==> src/rtl/pe_row_conv1d.sv <==
// pe_row_conv1d: 1-D convolution PE row with runtime kernel length, weight reuse and a two-stage multiply/add pipeline.
// Define PE_SAT_EN to clamp o_psum to the OUT_W range and flag clipped beats on o_sat; otherwise o_psum wraps.
module pe_row_conv1d #(
    parameter int NUM_PE = 16,
    parameter int DATA_W = 8,
    parameter int OUT_W  = 2*DATA_W,
    parameter int KLEN_W = $clog2(NUM_PE+1)
) (
    input  logic              clk,
    input  logic              rstn,
    input  logic              en,
    input  logic              i_start,
    input  logic              i_reuse,
    input  logic [KLEN_W-1:0] i_klen,
    input  logic [DATA_W-1:0] i_f,
    input  logic              i_f_valid,
    input  logic [DATA_W-1:0] i_r,
    input  logic              i_r_valid,
    input  logic              i_last,
    output logic [OUT_W-1:0]  o_psum,
    output logic              o_valid,
    output logic              o_sat,
    output logic              o_busy,
    output logic              o_done
);
    localparam int PROD_W = 2*DATA_W;
    localparam int SUM_W  = 2*DATA_W + KLEN_W;

    typedef enum logic [1:0] {IDLE, LOAD, RUN, DRAIN} state_t;

    state_t                   state_q, state_d;
    logic [KLEN_W-1:0]        klen_q, load_cnt_q, acc_cnt_q, klen_clamped;
    logic signed [DATA_W-1:0] w_q   [NUM_PE];
    logic signed [DATA_W-1:0] win_q [NUM_PE];
    logic signed [PROD_W-1:0] prod_q [NUM_PE];
    logic                     win_vld_q, prod_vld_q, sum_vld_q;
    logic [OUT_W-1:0]         psum_q;
    logic                     drain_q, done_pend_q, done_q;
    logic                     start_load, start_reuse, take_w, take_x, load_last;
    logic signed [SUM_W-1:0]  sum_full;
    logic [OUT_W-1:0]         sum_red;

    assign klen_clamped = (i_klen > KLEN_W'(NUM_PE)) ? KLEN_W'(NUM_PE) : i_klen;
    assign start_load   = i_start && !i_reuse && (i_klen != '0);
    assign start_reuse  = i_start && i_reuse && (klen_q != '0);
    assign take_w       = (state_q == LOAD) && i_f_valid;
    assign take_x       = (state_q == RUN) && i_r_valid;
    assign load_last    = take_w && (load_cnt_q == klen_q - KLEN_W'(1));

    always_ff @(posedge clk or negedge rstn) begin
        if (!rstn)
            state_q <= IDLE;
        else if (en)
            state_q <= state_d;
    end

    always_comb begin
        state_d = state_q;
        case (state_q)
            IDLE: begin
                if (start_load)
                    state_d = LOAD;
                else if (start_reuse)
                    state_d = RUN;
            end
            LOAD:    if (load_last) state_d = RUN;
            RUN:     if (take_x && i_last) state_d = DRAIN;
            DRAIN:   if (drain_q) state_d = IDLE;
            default: state_d = IDLE;
        endcase
    end

    always_ff @(posedge clk or negedge rstn) begin
        if (!rstn) begin
            klen_q      <= '0;
            load_cnt_q  <= '0;
            acc_cnt_q   <= '0;
            win_vld_q   <= 1'b0;
            prod_vld_q  <= 1'b0;
            sum_vld_q   <= 1'b0;
            psum_q      <= '0;
            drain_q     <= 1'b0;
            done_pend_q <= 1'b0;
            done_q      <= 1'b0;
            for (int k = 0; k < NUM_PE; k++) begin
                w_q[k]    <= '0;
                win_q[k]  <= '0;
                prod_q[k] <= '0;
            end
        end else if (en) begin
            if (state_q == IDLE && start_load) begin
                klen_q     <= klen_clamped;
                load_cnt_q <= '0;
            end
            if (take_w) begin
                for (int k = 0; k < NUM_PE; k++)
                    if (load_cnt_q == KLEN_W'(k))
                        w_q[k] <= i_f;
                load_cnt_q <= load_cnt_q + KLEN_W'(1);
            end
            // A frame always starts from an empty window, whether weights were just loaded or reused.
            if ((state_q == IDLE && start_reuse) || load_last) begin
                acc_cnt_q <= '0;
                for (int k = 0; k < NUM_PE; k++)
                    win_q[k] <= '0;
            end
            if (take_x) begin
                win_q[0] <= i_r;
                for (int k = 1; k < NUM_PE; k++)
                    win_q[k] <= win_q[k-1];
                if (acc_cnt_q != klen_q)
                    acc_cnt_q <= acc_cnt_q + KLEN_W'(1);
                win_vld_q <= (acc_cnt_q == klen_q) || (acc_cnt_q + KLEN_W'(1) == klen_q);
            end else begin
                win_vld_q <= 1'b0;
            end
            for (int k = 0; k < NUM_PE; k++)
                prod_q[k] <= (k < int'(klen_q)) ? PROD_W'(w_q[k]) * PROD_W'(win_q[k]) : '0;
            prod_vld_q  <= win_vld_q;
            sum_vld_q   <= prod_vld_q;
            psum_q      <= sum_red;
            drain_q     <= (state_q == DRAIN) ? ~drain_q : 1'b0;
            done_pend_q <= (state_q == DRAIN) && drain_q;
            done_q      <= done_pend_q;
        end
    end

    always_comb begin
        sum_full = '0;
        for (int k = 0; k < NUM_PE; k++)
            sum_full = sum_full + SUM_W'(prod_q[k]);
    end

`ifdef PE_SAT_EN
    localparam logic signed [SUM_W-1:0] SAT_MAX = {{(SUM_W-OUT_W+1){1'b0}}, {(OUT_W-1){1'b1}}};
    localparam logic signed [SUM_W-1:0] SAT_MIN = {{(SUM_W-OUT_W+1){1'b1}}, {(OUT_W-1){1'b0}}};

    logic sat_d, sat_q;

    always_comb begin
        sum_red = sum_full[OUT_W-1:0];
        sat_d   = 1'b0;
        if (sum_full > SAT_MAX) begin
            sum_red = SAT_MAX[OUT_W-1:0];
            sat_d   = 1'b1;
        end else if (sum_full < SAT_MIN) begin
            sum_red = SAT_MIN[OUT_W-1:0];
            sat_d   = 1'b1;
        end
    end

    always_ff @(posedge clk or negedge rstn) begin
        if (!rstn)
            sat_q <= 1'b0;
        else if (en)
            sat_q <= sat_d;
    end

    assign o_sat = sat_q && sum_vld_q && en;
`else
    logic sum_hi_unused;

    assign sum_red       = sum_full[OUT_W-1:0];
    assign sum_hi_unused = ^sum_full[SUM_W-1:OUT_W];
    assign o_sat         = 1'b0;
`endif

    assign o_psum  = psum_q;
    assign o_valid = sum_vld_q && en;
    assign o_busy  = (state_q != IDLE);
    assign o_done  = done_q;

endmodule
==> config.mk <==
export PLATFORM = sky130hd
export DESIGN_NAME = pe_row_conv1d
export DESIGN_NICKNAME = d
export VERILOG_FILES = /design/src/rtl/pe_row_conv1d.sv
export SDC_FILE = /design/constraint.sdc
export NUM_CORES = 2
export LEC_CHECK = 0
export ABC_AREA = 0
export CAP_MARGIN = 20
export CORE_ASPECT_RATIO = 0.75
export CORE_MARGIN = 4
export CORE_UTILIZATION = 40
export DETAILED_ROUTE_END_ITERATION = 12
export DONT_BUFFER_PORTS = 1
export PLACE_DENSITY = 0.58
export SYNTH_ARGS = -nofsm -noshare
export SYNTH_HDL_FRONTEND = slang
export SYNTH_SLANG_ARGS = --single-unit
==> constraint.sdc <==
create_clock -name clk -period 7.15 [get_ports clk]
set_input_delay 0 -clock clk [delete_from_list [all_inputs] [get_ports clk]]
set_output_delay 0 -clock clk [all_outputs]
set_load 0.01 [all_outputs]
==> metrics.cfg <==
[finish]
nets=8194
layout-drive-gt1-share_pct=4.94
fin_area_um2=71200
layoutNonFillerInstCount=8787
fillers=15700
final_cell_mix=1408 x inv_1, 1079 x fa_1, 647 x nand2_1, 593 x and2_1, 551 x dfrtp_1
area_delta_synth_final_pct=8.05
final_util_pct=43.6
final_common_cell=inv_1

[worst_setup_path]
crit_family=adder cells
crit_chain=inv_1 > fa_1 > fa_1 > inv_1 > fa_1 > fa_1 > inv_1 > fa_1 > fa_1 > inv_1 > ha_1 > fa_1 > a21o_1 > a21o_1 > a21oi_1 > o21ai_0 > a21oi_1 > xnor2_1 > mux2_2
cp_max_fo=3
criticalPathCategory=reg2reg
crit_path_end_kind=register
cp-start-kind=register
cp_common_cell=fa_1
crit_slowest_cell=fa_1
cpPeakStageDelay_ns=0.55
arrival_ns=6.28
critPathRequiredTime_ns=7.69
critPathBufInv=4

[global_routing]
grt-ovfl-total=0
grt_max_degree=552
antenna_found_initial=9
grt_usage_pct=22.6
grt_pass1_vias=47800
grt_pass1_wl_um=298000

[floorplan]
core_area_um2=163000
rows=128
initial_utilization_pct=40.4
die_w_um=477
ios=49
dieArea_um2=171000
die_h_um=359

[clock_network]
clk_latency_ns=0.67
clkTransAtPathRegs_ns=0.06
cts_sinks=551
ctsResizeCount=0
cts_tree=done
cts-root-buf=clkbuf_16
clockBufferDepth=3
numCtsBuffers=67
postCtsSetupRepairBufs=0
htreeDepth=3

[timing]
timing.final.ws_setup_ns=1.41
fin_crit_ns=5.74
fmax_ghz=0.174
worst_slew_pin_slew_ns=1.03
whs_ns=0.0672
hold_viol=0
finClkSkew_ns=0.0329
drv_slew=0
timing.final.crit_share_pct=80.2
rsz0062_at_grt=no
setup_violations=0
relSlewSlack_pct=31.0
fin_setup_tns_ns=0

[placement]
portBuffers=0
placed_cells=8601
dp_hpwl_um=145000
placed_cell_area_um2=68000
place_congestion=0.889
place_ws_ns=1.41

[pwr]
pwr-share-comb_pct=57.4
power_density_nw_per_um2=285
internal_power_mw=10.7
power_mw=20.3
clkPwrFrac_pct=18.5
p_sw_share_pct=47.5
switching_power_mw=9.64
peakVddDrop_mv=0.663
power.leakage_nw=33.8
seq_power_share_pct=24.1

[synthesis]
synth_ff_type=dfrtp_1
avgSynthCellArea_um2=9.93
async_reset_ff_share_pct=100
ys_types=74
synth_cells=6631
synth.net_count=8237
synth_edf_count=0
ys_seq_area_share_pct=20.9
syn-cell-area_um2=65900
synth_seq_cells=551
ys_warn_count=0

[route]
routed_wl_um=189000
wl_per_cell_um=21.5
antenna_left=0
routed_via_density=5.17
dr_total_vias=45400
drcViolationCount=0
drt_iter0_markers=3055
dr.pass1.iters=5

[run]
drv_cap=0

[hold_path]
min_path_type=in2reg

[status]
run_status=complete, no violations

==> power groups by stage <==
| stage | Combinational [mW] | Clock (mW) | Sequential [mW] |
|---|---|---|---|
| after floorplan | 8.51 | 0 | 4.09 |
| final | 11.7 | 3.76 | 4.89 |
| after global routing | 13.0 | 3.95 | 4.98 |
| after CTS | 11.6 | 3.84 | 4.87 |
| after detailed placement | 11.3 | 0 | 4.93 |
| after global placement | 11.2 | 0 | 4.92 |
==> state kept, by name (all words and copies together), names as in the netlist <==
name,count
sum_vld_q,1
o_psum,16
drain_q,1
prod_q,256
klen_q,5
done_pend_q,1
win_q,128
load_cnt_q,5
win_vld_q,1
acc_cnt_q,5
state_q,2
prod_vld_q,1
o_done,1
w_q,128
==> cell families after synthesis <==
kind of cell,Yosys count,synth area share (%)
flops,551,20.9
fa+ha+maj,1577,42.3
compound gates,820,8.22
other cells,1,0.00569
mux,162,2.74
xor+xnor,297,3.95
buf+inv,1606,9.22
simple gates,1617,12.7
==> synth_stat cells, drive strengths merged (134+ instances only) <==
cell,count,area [um2]
inv,1410,5290
fa,1079,21600
nand2,648,2430
and2,594,3720
dfrtp,551,13800
ha,498,6230
o21ai,245,1230
xnor2,238,2080
clkbuf,163,613
mux2,144,1620
nand2b,135,845
a21oi,134,674
==> tightest hold or removal path: stages <==
cell     delay, ns
nor3b_1       0.14
nand3_1       0.34
nand3_1       0.13
nand2_1       0.07
==> timing repair <==
action | 4_1_cts | 5_1_grt
hold endpoints to repair | 879 | 228
hold buffers | 56 | 4
setup endpoints to repair | 0 | 0
==> layout make-up <==
| type | count | area (um2) | area share [%] |
|---|---|---|---|
| multi-input combinational | 4474 | 46000 | 64.7 |
| sequential | 551 | 13800 | 19.4 |
| inverter | 1410 | 5300 | 7.44 |
| tap | 2145 | 2680 | 3.77 |
| clock buffer | 85 | 1870 | 2.63 |
| timing repair buffer | 84 | 1020 | 1.44 |
| clock inverter | 35 | 458 | 0.644 |
| antenna | 3 | 7.51 | 0.0106 |
==> per-layer routing <==
| metal | up-vias | global-route usage, % | part of all wire, % |
|---|---|---|---|
| met2 | 1204 | 34.3 | 44 |
| met4 | 2 | 5.67 | 2.8 |
| li1 | 20400 | - | - |
| met5 | - | 0 | 0.0069 |
| met1 | 23600 | 33.1 | 46 |
| met3 | 203 | 4.42 | 6.7 |
==> final timing paths <==
check | start | endpoint | slack [ns] | depth (start not counted)
max | prod_q[210] | o_psum[10] | 1.41 | 19
min | i_start | load_cnt_q[1] | 0.07 | 4
max reg2reg | prod_q[210] | o_psum[10] | 1.41 | 19
min reg2reg | drain_q | drain_q | 0.50 | 2
max in group asynchronous | rstn | w_q[52] | 4.12 | 6
min in group asynchronous | rstn | win_q[120] | 0.42 | 3
(Power assumes the default switching activity.)
